[src/rtl/usb_defs.sv]
// usb_defs: FT245 timing defaults, flash read latency and FSM state encodings shared by the USB blocks
package usb_defs;
  localparam int DEF_READ_LAT   = 8;
  localparam int DEF_WR_HIGH    = 2;
  localparam int DEF_TXE_SETTLE = 4;
  localparam bit DEF_SEND_LOW   = 1'b1;
  typedef enum logic [3:0] {
    IDLE   = 4'd0,
    ADDR   = 4'd1,
    RDWAIT = 4'd2,
    TXWAIT = 4'd3,
    SETUP  = 4'd4,
    STROBE = 4'd5,
    HOLD   = 4'd6,
    SETTLE = 4'd7,
    DONE   = 4'd8
  } state_t;
endpackage

[src/rtl/usb_output.sv]
// usb_output: FT245 byte transmitter (in/newin load a byte, ready = free at next edge; data/oe/wr drive the FIFO, txe active low)
module usb_output
  import usb_defs::*;
#(
  parameter int WR_HIGH    = DEF_WR_HIGH,
  parameter int TXE_SETTLE = DEF_TXE_SETTLE
) (
  input  logic       clk,
  input  logic       reset,
  input  logic [7:0] in,
  input  logic       newin,
  output logic       ready,
  output logic [7:0] data,
  output logic       oe,
  input  logic       txe,
  output logic       wr
);
  state_t st, nxt;
  logic [7:0] cnt;
  logic settle_end;
  // ready is also high on the last SETTLE cycle so the next byte follows with no gap
  always_comb begin
    settle_end = cnt == 8'(TXE_SETTLE - 1);
    ready = st == IDLE || (st == SETTLE && settle_end);
    nxt = st;
    case (st)
      IDLE:    nxt = newin ? TXWAIT : IDLE;
      TXWAIT:  nxt = txe ? TXWAIT : SETUP;
      SETUP:   nxt = STROBE;
      STROBE:  nxt = cnt == 8'(WR_HIGH - 1) ? HOLD : STROBE;
      HOLD:    nxt = SETTLE;
      SETTLE:  nxt = settle_end ? (newin ? TXWAIT : IDLE) : SETTLE;
      default: nxt = IDLE;
    endcase
  end
  always_ff @(posedge clk) begin
    if (reset) begin
      st <= IDLE;
      cnt <= 8'd0;
      data <= 8'd0;
      oe <= 1'b0;
      wr <= 1'b0;
    end else begin
      st <= nxt;
      cnt <= nxt == st ? cnt + 8'd1 : 8'd0;
      if (ready && newin) data <= in;
      oe <= nxt != IDLE;
      wr <= nxt == STROBE;
    end
  end
endmodule

[src/rtl/flash_usb_dumper.sv]
// flash_usb_dumper: streams flash words start_addr..end_addr to the FT245 FIFO; start/abort control, active/done/words_sent status, flash_manager read port (writemode, doread, raddr, frdata, busy), FIFO port (usb_data, usb_data_oe, txe, wr), debug state
module flash_usb_dumper
  import usb_defs::*;
#(
  parameter int READ_LAT   = DEF_READ_LAT,
  parameter int WR_HIGH    = DEF_WR_HIGH,
  parameter int TXE_SETTLE = DEF_TXE_SETTLE,
  parameter bit SEND_LOW   = DEF_SEND_LOW
) (
  input  logic        clock,
  input  logic        reset,
  input  logic        start,
  input  logic [22:0] start_addr,
  input  logic [22:0] end_addr,
  input  logic        abort,
  output logic        active,
  output logic        done,
  output logic [22:0] words_sent,
  output logic        writemode,
  output logic        doread,
  output logic [22:0] raddr,
  input  logic [15:0] frdata,
  input  logic        busy,
  output logic [7:0]  usb_data,
  output logic        usb_data_oe,
  input  logic        txe,
  output logic        wr,
  output logic [3:0]  state
);
  state_t st, nxt;
  logic [22:0] cur, last_addr;
  logic [7:0] cnt, lo, tx_in;
  logic lo_sel, abort_p, ab, word_end, newin, ready;
  assign writemode = 1'b0;
  assign doread = active;
  assign state = st;
  // TXWAIT here means a byte is owned by the transmitter; ready marks its final cycle
  always_comb begin
    ab = abort_p | abort;
    word_end = lo_sel | !SEND_LOW;
    newin = 1'b0;
    tx_in = frdata[15:8];
    nxt = st;
    case (st)
      IDLE:   nxt = start ? (end_addr < start_addr ? DONE : ADDR) : IDLE;
      ADDR:   nxt = ab ? DONE : RDWAIT;
      RDWAIT: if (!busy && cnt == 8'(READ_LAT - 1)) begin
        newin = !ab;
        nxt = ab ? DONE : TXWAIT;
      end
      TXWAIT: if (ready) begin
        newin = !word_end && !ab;
        tx_in = lo;
        nxt = newin ? TXWAIT : (word_end && !ab && cur != last_addr) ? ADDR : DONE;
      end
      DONE:   nxt = IDLE;
      default: nxt = IDLE;
    endcase
  end
  always_ff @(posedge clock) begin
    if (reset) begin
      st <= IDLE;
      cur <= 23'd0;
      last_addr <= 23'd0;
      cnt <= 8'd0;
      lo <= 8'd0;
      lo_sel <= 1'b0;
      abort_p <= 1'b0;
      active <= 1'b0;
      done <= 1'b0;
      words_sent <= 23'd0;
      raddr <= 23'd0;
    end else begin
      st <= nxt;
      abort_p <= st == IDLE ? abort : ab;
      cnt <= st == RDWAIT && !busy ? cnt + 8'd1 : 8'd0;
      done <= st == DONE;
      if (st == IDLE && start) begin
        cur <= start_addr;
        last_addr <= end_addr;
        words_sent <= 23'd0;
        active <= 1'b1;
      end
      if (st == DONE) active <= 1'b0;
      if (st == ADDR) raddr <= cur;
      if (st == RDWAIT && newin) begin
        lo <= frdata[7:0];
        lo_sel <= 1'b0;
      end
      if (st == TXWAIT && newin) lo_sel <= 1'b1;
      if (st == TXWAIT && ready && word_end) begin
        words_sent <= words_sent + 23'd1;
        if (nxt == ADDR) cur <= cur + 23'd1;
      end
    end
  end
  usb_output #(.WR_HIGH(WR_HIGH), .TXE_SETTLE(TXE_SETTLE)) u_out (
    .clk(clock),
    .reset(reset),
    .in(tx_in),
    .newin(newin),
    .ready(ready),
    .data(usb_data),
    .oe(usb_data_oe),
    .txe(txe),
    .wr(wr)
  );
endmodule

[config.mk]
export PLATFORM = sky130hd
export DESIGN_NAME = flash_usb_dumper
export DESIGN_NICKNAME = d
export VERILOG_FILES = /design/src/rtl/usb_defs.sv /design/src/rtl/usb_output.sv /design/src/rtl/flash_usb_dumper.sv
export SDC_FILE = /design/constraint.sdc
export NUM_CORES = 1
export LEC_CHECK = 0
export ABC_AREA = 1
export CELL_PAD_IN_SITES_DETAIL_PLACEMENT = 1
export CELL_PAD_IN_SITES_GLOBAL_PLACEMENT = 1
export CORE_ASPECT_RATIO = 0.9
export CORE_MARGIN = 2
export CORE_UTILIZATION = 38
export DETAILED_ROUTE_END_ITERATION = 12
export GPL_TIMING_DRIVEN = 0
export PLACE_DENSITY = 0.79
export SETUP_SLACK_MARGIN = 0.2
export SLEW_MARGIN = 15
export SYNTH_ARGS = -nofsm -noshare
export SYNTH_HDL_FRONTEND = slang
export SYNTH_SLANG_ARGS = --single-unit
[constraint.sdc]
create_clock -name clock -period 2.9 [get_ports clock]
set_input_delay 0.725 -clock clock [delete_from_list [all_inputs] [get_ports clock]]
set_output_delay 0.725 -clock clock [all_outputs]
set_load 0.05 [all_outputs]
## Yosys cells after proc, flatten, opt, wreduce, memory -nomap -nowiden

Index checks and enable logic that the tools add are counted.

| word-level totals | value |
|---|---|
| word-level logic and storage cells | 91 |
| bits of input ports | 68 |
| bits in registers | 138 |
| output and inout bits | 64 |

| cells by class | value |
|---|---|
| bitwise logic cells | 3 |
| mux-type cells | 27 |
| eq/ne operators | 16 |
| reductions and logical operators | 24 |
| magnitude comparators | 1 |
| add/sub/neg operators | 4 |

Operators by type and width:

| operator | number |
|---|---|
| $mux W23 | 5 |
| $add A23 B1 Y23 const B | 2 |
| $mux W4 | 9 |
| $pmux W4 S6 | 1 |
| $lt A23 B23 Y1 | 1 |
| $ne A23 B23 Y1 | 1 |
| $eq A4 B3 Y1 const B | 5 |
| $add A8 B1 Y8 const B | 2 |
| $mux W8 | 2 |
| $pmux W4 S4 | 1 |
| $eq A4 B2 Y1 const B | 3 |
| $logic_and A1 B1 Y1 | 12 |
| $eq A4 B1 Y1 const B | 2 |
| $eq A8 B1 Y1 const B | 1 |
| $eq A8 B2 Y1 const B | 1 |
| $eq A8 B3 Y1 const B | 1 |
| $logic_not A4 Y1 | 2 |
| $reduce_or A2 Y1 | 3 |
| $mux W1 | 5 |
| $eq A4 B4 Y1 | 1 |
| $eq A4 B4 Y1 const B | 1 |
| $mux W2 | 2 |
| $reduce_bool A2 Y1 | 2 |
| $reduce_bool A4 Y1 | 1 |
| other kinds (6) | 9 |

## Longest topological paths before layout

Gate-level depths: netlist of the first run.

| depth | value |
|---|---|
| depth in word-level cells | 11 |
| depth in mapped cells | 17 |
| depth with buffers taken out | 17 |

## Hierarchy

From an unflattened synthesis of the first run, not the netlist that was laid out.

| second synthesis, totals | value |
|---|---|
| cell total of the unflattened synthesis | 1122 |
| area, all modules | 7523.5 um^2 |

By module, submodules not included:

| module | seq. area each (um^2) | area an instance (um^2) | instances | cells each |
|---|---|---|---|---|
| flash_usb_dumper | 2322.2 | 6525.0 | 1 | 994 |
| usb_output | 420.4 | 998.5 | 1 | 128 |

## Least setup slack after synthesis of the first run

OpenSTA, ideal clock, no wires.

| timing | value |
|---|---|
| path type | in2reg |
| from | input start_addr[14] |
| to | register cur[3] |
| slack | 0.676 ns |
| library setup time | 0.114 ns |
| path buffers | 1 |
| cell stages on the path | 14 |
| data arrival time | 2.110 ns |
| path through | inv_1 > ha_1 > nand2_1 > nor2_1 > nand4_1 > nor2_1 > nand2_1 > nand3_1 > nand2_1 > nand3_4 > nand3_4 > buf_4 > a21oi_1 > nor2_1 |

| on the way | value |
|---|---|
| longest elaborated chain between the ends | 7 |

RTL lines:

| element | RTL line | RTL |
|---|---|---|
| from (decl) | flash_usb_dumper.sv:13 | `input logic [22:0] start_addr,` |
| $lt A23 B23 Y1 | flash_usb_dumper.sv:45 | `IDLE: nxt = start ? (end_addr < start_addr ? DONE : ADDR) : IDLE;` |
| $mux W4 (2 in a row) | flash_usb_dumper.sv:45 |  |
| $pmux W4 S4 | flash_usb_dumper.sv:44 | `case (st)` |
| $eq A4 B1 Y1 | flash_usb_dumper.sv:93 | `if (nxt == ADDR) cur <= cur + 23'd1;` |
| $mux W23 | flash_usb_dumper.sv:93 |  |
| $mux W23 | flash_usb_dumper.sv:91 | `if (st == TXWAIT && ready && word_end) begin` |
| to (signal assigned) | flash_usb_dumper.sv:79 | `cur <= start_addr;` |
| to (signal assigned) | flash_usb_dumper.sv:93 |  |
| to (decl) | flash_usb_dumper.sv:31 | `logic [22:0] cur, last_addr;` |

Every way passes these cells.
A chain may end at the register's enable or synchronous reset.

## Final worst setup path of the first run

| timing | value |
|---|---|
| from | input start_addr[20] |
| to | register cur[13] |

The elaborated chain is that of the path after synthesis.

==> results of run 1 <==
==> metrics by stage <==
stage / power [W] / setup TNS (ns)
CTS: 0.00493 / 0
global placement: 0.00268 / -8.90
floorplan: 0.00240 / 0
detailed placement: 0.00269 / -9.43
global route: 0.00512 / 0
finish: 0.00496 / 0
==> registers in the layout (all words and copies together), names as in the netlist <==
signal,cells
abort_p,1
active,1
cnt,8
cur,23
done,1
last_addr,23
lo,8
lo_sel,1
raddr,23
state,4
u_out.cnt,8
u_out.data,8
u_out.oe,1
u_out.st,3
u_out.wr,1
words_sent,23
==> layout by cell type (no fill, tap or decap), types with 19 or more instances in the layout <==
| cell type | instances |
|---|---|
| a21oi_1 | 77 |
| clkbuf_1 | 29 |
| clkbuf_16 | 19 |
| clkdlybuf4s50_1 | 110 |
| dfxtp_1 | 137 |
| ha_1 | 20 |
| inv_1 | 152 |
| nand2_1 | 241 |
| nand3_1 | 38 |
| nand4_1 | 26 |
| nor2_1 | 102 |
| nor3_1 | 22 |
| o21ai_0 | 94 |
| xor2_1 | 26 |
==> final cells by class <==
cell class	instances	area (um2)	share of cell area
flip-flops and latches	137	2740	0.273
well taps	250	313	0.0312
diodes	1	2.50	0.000250
multi-input cells	753	4110	0.409
inverters	167	627	0.0625
plain buffers	41	235	0.0235
repair buffers	133	1410	0.140
clock inverters	8	120	0.0120
clock buffers	22	474	0.0473
==> worst max path at each step <==
| stage | end | slack [ns] | cells after the start |
|---|---|---|---|
| after floorplan | cur[3]$_SDFF_PP0_ | 0.68 | 14 |
| after global placement | cur[3]$_SDFF_PP0_ | -0.42 | 15 |
| after detailed placement | cur[15]$_SDFF_PP0_ | -0.46 | 15 |
| after CTS | cur[15]$_SDFF_PP0_ | 0.18 | 15 |
| after global routing | cur[13]$_SDFF_PP0_ | 0.16 | 16 |
| final | cur[13]$_SDFF_PP0_ | 0.22 | 14 |
==> power breakdown <==
| group | leakage (nW) | switching [W] | total, W | internal, W |
|---|---|---|---|---|
| Clock | 0.288 | 0.000844 | 0.00225 | 0.00141 |
| Sequential | 1.11 | 0.0000604 | 0.00201 | 0.00195 |
| Combinational | 2.91 | 0.000439 | 0.000698 | 0.000259 |
==> worst max-delay path, cell delays in order <==
cell             delay, ns
clkdlybuf4s50_1       0.54
inv_1                 0.10
ha_4                  0.29
nand3_1               0.13
a21oi_2               0.17
nor2_2                0.09
nand3_2               0.12
nand2_2               0.08
nand3_4               0.13
nand3_4               0.18
buf_8                 0.21
nand2_1               0.06
nand2_1               0.06
nor2_1                0.14
==> cell families after synthesis <==
kind of cell,after synthesis,synth area share
adders and majority gates,27,0.0448
AOI/OAI and AO/OA,215,0.161
and+or+nand+nor,479,0.284
buffers and inverters,208,0.111
DFF,137,0.363
other,1,0.000497
xor gates and xnor gates,30,0.0348
==> timing repair <==
action | CTS | global route
endpoints found under the setup margin | 24 | 23
pin swaps | 3 | 17
gates resized for setup | 5 | 49
buffers inserted | 1 | 1
cloned | 0 | 2
==> metal layers <==
layer,vias to the layer above,track usage,wire length (um)
met3,37,0.0431,1730
met4,0,0.0936,574
li1,3853,-,-
met1,3888,0.345,12700
met5,-,0,0
met2,227,0.447,13400
==> impl_metrics.ini, run 1 <==
[floorplanning]
io-pin-count = 132
start_util = 0.390
fp.dieH_um = 138
rows = 48
die_w_um = 153
core_area_um2 = 19300
dieArea_um2 = 21000

[placed_design]
post_dp_cell_area_um2 = 9160
portBuffers = 129
globalplace.congestion = 0.947
pre_cts_ws_ns = -0.465
dp.cells = 1477
hpwlAfterDp_um = 20800

[cts]
clockBufferDepth = 2
clock_sinks = 137
insertion_delay_ns = 0.43
cts_tree = done
root_buffer = clkbuf_16
cts_hold_buf = 0
clk_pin_slew_worst_paths_ns = 0.06
cts_made_buffers = 17
ctsHtreeMaxLevel = 4

[yosys]
syn_inst = 1097
ys_ff_latch = 137
synth.avg_cell_area_um2 = 6.88
ys_seq_area_frac = 0.363
async_flop_share = 0
netlist_top_cells_count = nand2_1 (246), inv_1 (156), dfxtp_1 (137)
synth_area_leaders = dfxtp_1 (36%), nand2_1 (12%), inv_1 (7.8%)
synth_flop_cell = dfxtp_1
syn_area_um2 = 7550
synthDistinctLibCells = 52
synth_most_common_cell = nand2_1
synth_edf_count = 0
synth_top_cell_by_area = dfxtp_1
ys_warn_count = 0
synth_top_cell_area_share = 0.363

[layout]
drive_above_1_share = 0.0904
fin_nets = 1345
stdcell_count = 1512
fillers = 2486
post-route-util = 0.519
finish.instance_area_um2 = 10000
syn2layout_area_growth_pct = 32.9

[hold_path]
hold_depth = 1
hold_path.class = reg2reg
hold_path.startpoint = cnt[0]$_SDFF_PP0_
holdPathEnd = cnt[0]$_SDFF_PP0_

[global_routing]
grt_max_degree = 17
grt_usage = 0.264
grt-ovfl-total = 0
grt_pass1_wl_um = 43200
grt_pass1_vias = 8029
grt_antenna_before_repair = 1

[timing]
layout_min_cycle_time_ns = 2.68
drv_slew = 0
fin_crit_sh = 0.923
slew_headroom = 0.431
worst_slew_pin_slew_ns = 0.854
rsz0062_at_grt = false
fmax_mhz = 373
timing.final.hold_violations = 0
final-setup-viol-count = 0
fin_ws_ns = 0.222
fin_skew_ns = 0.0117
hold_slack_ns = 0.453

[worst_setup_path]
cp-start-kind = primary input
required_ns = 3.26
cp-startpoint = start_addr[20]
cp_max_fo = 5
worst_setup_path_end_kind = register
path_class = in2reg
rrSetupSlack_ns = 0.51
rr_startpoint = state[3]$_SDFF_PP0_
crit_arrival_ns = 3.04
rr_worst_depth = 9
r2r-end = state[3]$_SDFF_PP0_

[detailed_routing]
post_drt_wl_per_cell_um = 18.8
drcViolationCount = 0
drt-pass1-iter-count = 5
drt_wl_total_um = 28500
vias = 8005
first_iter_violations = 493
vias_per_cell = 5.29
ant_nets = 0

[power]
p_leak_nw = 4.31
irDropWorstVdd_uv = 339
powerDensity_nw_per_um2 = 494

[status]
outcome = completed

[flow_run]
maxCapViolCount = 0
(Power assumes the default switching activity.)
==> run 2: changes to the inputs <==
Settings changed: CORE_ASPECT_RATIO 0.9 to not set, PLACE_DENSITY 0.79 to 0.85.
==> run 2 against run 1 <==
Compared with the run above:
- routed wire length grew 3.3%
- final area grew 1.1%
- core utilization grew 0.25 points
- global-route usage grew 0.79 points
- setup slack gained 0.038 ns
- die area is essentially flat
- flip-flop and latch count is the same
- clock skew shrank 0.0032 ns
- via count grew 3.5%
- highest routed layer unchanged
==> impl_metrics.ini, run 2 (same netlist as run 1, synthesis figures left out) <==
[worst_setup_path]
cpLargestDelayFamily = simple AND/OR/NAND/NOR gates
path_cells = clkdlybuf4s50_1 -> inv_1 -> ha_1 -> nand2_1 -> a21oi_2 -> nor2_1 -> nand2_2 -> nand2_1 -> nand3_2 -> nand2_2 -> nand3_4 -> nand3_4 -> clkbuf_16 -> nand2_1 -> nand2_1 -> nor2_1
cp_slowest_stage_delay_ns = 0.49
required_ns = 3.20
cp-start-kind = primary input
crit_path_top_delay_cell = clkdlybuf4s50_1
path_class = in2reg
crit_top_cell = nand2_1
worst_setup_path_end_kind = register
path_buf_inv = 3
crit_arrival_ns = 2.94
cp_max_fo = 6

[timing]
layout_min_cycle_time_ns = 2.64
fin_crit_sh = 0.910
fin_skew_ns = 0.00848
rsz0062_at_grt = false
timing.final.hold_violations = 0
final-setup-viol-count = 0
fin_setup_tns_ns = 0
worst_slew_pin_slew_ns = 0.770
slew_headroom = 0.487
fmax_mhz = 379
drv_slew = 0

[layout]
final_cell_mix = nand2_1 (242), inv_1 (152), dfxtp_1 (137)
syn2layout_area_growth_pct = 34.4
post-route-util = 0.521
drive_above_1_share = 0.0918
stdcell_count = 1528
insertedDiodeCount = 0
fin_nets = 1346
final_common_cell = nand2_1
finish.instance_area_um2 = 10100

[global_routing]
grt_max_degree = 17
grt_pass1_wl_um = 44900
grt_pass1_vias = 8285
grt_usage = 0.272
grt-ovfl-total = 0
grt_antenna_before_repair = 0

[cts]
clk_pin_slew_worst_paths_ns = 0.06
cts_made_buffers = 17
ctsHtreeMaxLevel = 4
clock_sinks = 137
cts_tree = done
clockBufferDepth = 2
insertion_delay_ns = 0.44
root_buffer = clkbuf_16

[floorplanning]
rows = 51
core_area_um2 = 19500
fp.dieH_um = 145
die_w_um = 145
start_util = 0.388
dieArea_um2 = 21000
io-pin-count = 132

[detailed_routing]
vias = 8284
drt_wl_total_um = 29400
drt-pass1-iter-count = 5
post_drt_wl_per_cell_um = 19.2
vias_per_cell = 5.42
ant_nets = 0
drcViolationCount = 0
first_iter_violations = 617

[placed_design]
dp.cells = 1492
globalplace.congestion = 0.941
hpwlAfterDp_um = 20900
post_dp_cell_area_um2 = 9170
portBuffers = 129

[hold_path]
hold_path.class = reg2reg

[power]
irDropWorstVdd_uv = 396
p_leak_nw = 4.41
powerDensity_nw_per_um2 = 522
total_power_w = 0.00529

[status]
outcome = completed

[flow_run]
maxCapViolCount = 0
## run 2: cell count changes in the layout (fill, tap and decap cells not counted), sizes merged
cell	previous run	this run
clkdlybuf4s50	110	104
dlymetal6s2s	18	24
bufinv	3	7
clkbuf	52	49
clkinv	5	7
buf	15	16
clkinvlp	2	1
diode	1	0
dlygate4sd2	1	0
## run 2: final timing paths
path / slack [ns] / from / depth (start not counted) / to
min reg2reg: 0.45 / cnt[0]$_SDFF_PP0_ / 1 / cnt[0]$_SDFF_PP0_
min: 0.45 / cnt[0]$_SDFF_PP0_ / 1 / cnt[0]$_SDFF_PP0_
max: 0.26 / start_addr[4] / 16 / cur[4]$_SDFF_PP0_
max reg2reg: 0.39 / state[3]$_SDFF_PP0_ / 9 / state[3]$_SDFF_PP0_
## run 2: power breakdown
| part | internal [W] | total [W] | switching [W] |
|---|---|---|---|
| logic | 0.000261 | 0.000708 | 0.000447 |
| registers | 0.00195 | 0.00201 | 0.0000637 |
| clock network | 0.00169 | 0.00257 | 0.000881 |
| total | 0.00390 | 0.00529 | 0.00139 |
## run 2: layout make-up
cell class              instances  area (um2)
clock inverters                13         250
clock buffers                  18         429
inverters                     167         627
plain buffers                  41         231
flip-flops and latches        137        2740
repair buffers                134        1420
well taps                     265         332
multi-input cells             753        4110
fillers                      2483        9320
## run 2: metal layers
metal / part of all wire / vias to the layer above / track usage
li1: - / 3868 / -
met1: 0.43 / 4072 / 0.339
met4: 0.030 / 0 / 0.107
met5: 0 / - / 0
met2: 0.49 / 279 / 0.464
met3: 0.058 / 65 / 0.0519
## run 2: stage by stage
step           hold slack [ns]  setup slack [ns]
3_5_place_dp             0.440            -0.412
3_3_place_gp             0.428            -0.370
5_1_grt                  0.467             0.175
4_1_cts                  0.454             0.190
6_report                 0.451             0.260
2_1_floorplan            0.418             0.676
## run 2: repair_timing
action / CTS / global route
gates cloned: 0 / 2
setup buffers: 1 / 2
pin swaps: 2 / 17
setup endpoints to repair: 23 / 23
resized for setup: 4 / 52
hold buffers: 0 / 0
==> run 3: changes to the inputs <==
Settings changed: CORE_ASPECT_RATIO set to 1.25, CORE_UTILIZATION 38 to 41, PLACE_DENSITY 0.85 to 0.9, SLEW_MARGIN 15 to not set.
Clock period 2.9 ns to 3.33 ns, I/O delays scaled along.
==> run 3 against run 2 <==
Compared with the run above:
- first-iteration DRC count down 23%
- routed wire length down 3.8%
- cell count fell by 2.7%
- register-to-register slack better by 0.53 ns
==> impl_metrics.ini, run 3 (same netlist as run 1, synthesis figures left out) <==
[detailed_routing]
drcViolationCount = 0
drt-pass1-iter-count = 7
first_iter_violations = 474
met2WireLength_um = 14800
top_layer_used = met4
ant_nets = 0
vias = 8200
met3_length_um = 1530
drt_wl_total_um = 28300
post_drt_wl_per_cell_um = 19.0
vias_per_cell = 5.51
wl_met1_um = 10700

[layout]
insertedDiodeCount = 0
fillers = 2351
post-route-util = 0.539
final_common_cell = nand2_1
drive_above_1_share = 0.0723
syn2layout_area_growth_pct = 29.3
final_cell_mix = nand2_1 (246), inv_1 (156), dfxtp_1 (137)
fin_nets = 1341

[floorplanning]
core_area_um2 = 18100
start_util = 0.417
rows = 55
fp.dieH_um = 156
die_w_um = 125
dieArea_um2 = 19500
io-pin-count = 132

[cts]
cts_hold_buf = 0
cts_tree = done
cts.repair.resized = 0
root_buffer = clkbuf_16
post_cts_buffers = 0
clockBufferDepth = 2
insertion_delay_ns = 0.44
cts_made_buffers = 17
ctsHtreeMaxLevel = 4
clock_sinks = 137
clk_pin_slew_worst_paths_ns = 0.06

[global_routing]
grt_usage = 0.290
grt_pass1_vias = 8661
grt-ovfl-total = 0
grt_max_degree = 17
grt_pass1_wl_um = 44400
grt_antenna_before_repair = 0

[status]
outcome = completed

[timing]
fin_crit_sh = 0.876
worst_slew_pin_slew_ns = 0.752
fin_skew_ns = 0.00935
drv_slew = 0
fin_ws_ns = 0.414
fmax_mhz = 343
layout_min_cycle_time_ns = 2.92
timing.final.hold_violations = 0
hold_slack_ns = 0.463
rsz0062_at_grt = false
slew_headroom = 0.499
final-setup-viol-count = 0

[power]
powerDensity_nw_per_um2 = 447
irDropWorstVdd_uv = 370
p_leak_nw = 4.10
total_power_w = 0.00436

[worst_setup_path]
rr_startpoint = cur[11]$_SDFF_PP0_
cp-startpoint = start_addr[5]
cp_max_fo = 10
path_class = in2reg
cp-start-kind = primary input
required_ns = 3.66
crit_arrival_ns = 3.24
worst_setup_path_end_kind = register
rr_worst_depth = 14

[hold_path]
hold_path.class = reg2reg
hold_depth = 2
hold_path.startpoint = lo[6]$_SDFFE_PP0P_

[placed_design]
portBuffers = 129
pre_cts_ws_ns = -0.103
hpwlAfterDp_um = 21300
globalplace.congestion = 0.990

[flow_run]
maxCapViolCount = 0
run 3: stage by stage:
| stage | std cells | area (um2) | TNS [ns] |
|---|---|---|---|
| after floorplan | 1098 | 7550 | 0 |
| after global placement | 1455 | 9130 | -0.0874 |
| after detailed placement | 1455 | 9130 | -1.13 |
| after CTS | 1487 | 9750 | 0 |
| after global routing | 1487 | 9760 | 0 |
| final | 1487 | 9760 | 0 |
run 3: worst paths after layout:
check	to	slack, ns
worst min-delay path	lo[6]$_SDFFE_PP0P_	0.46
worst max register to register	cur[20]$_SDFF_PP0_	0.92
worst max-delay path	cur[20]$_SDFF_PP0_	0.41
worst min register to register	lo[6]$_SDFFE_PP0P_	0.46
run 3: critical path: stages:
cell	delay, ns
clkdlybuf4s50_1	0.60
inv_1	0.08
ha_1	0.29
nand2_1	0.08
a21oi_1	0.15
nor2_1	0.06
nand2_1	0.16
nand2_1	0.09
nand3_2	0.13
nand2_1	0.11
nand3_4	0.16
nand3_4	0.10
buf_4	0.20
nor2_2	0.14
nor2_1	0.06
run 3: final cells by class:
cell class,instances,area [um2],area share
clock buffers,20,457,0.0468
well taps,228,285,0.0292
flip-flops and latches,137,2740,0.281
plain buffers,41,210,0.0215
repair buffers,129,1290,0.132
inverters,167,627,0.0642
multi-input cells,753,3980,0.408
clock inverters,12,165,0.0169
run 3: metal layers:
layer | GRT usage | vias to the layer above
met5 | 0 | -
met4 | 0.150 | 0
met3 | 0.0580 | 80
met2 | 0.544 | 279
met1 | 0.306 | 3998
li1 | - | 3843
run 3: report_power, final:
group	switching, W	internal (W)
clock	0.000792	0.00123
combinational	0.000377	0.000217
sequential	0.0000552	0.00169
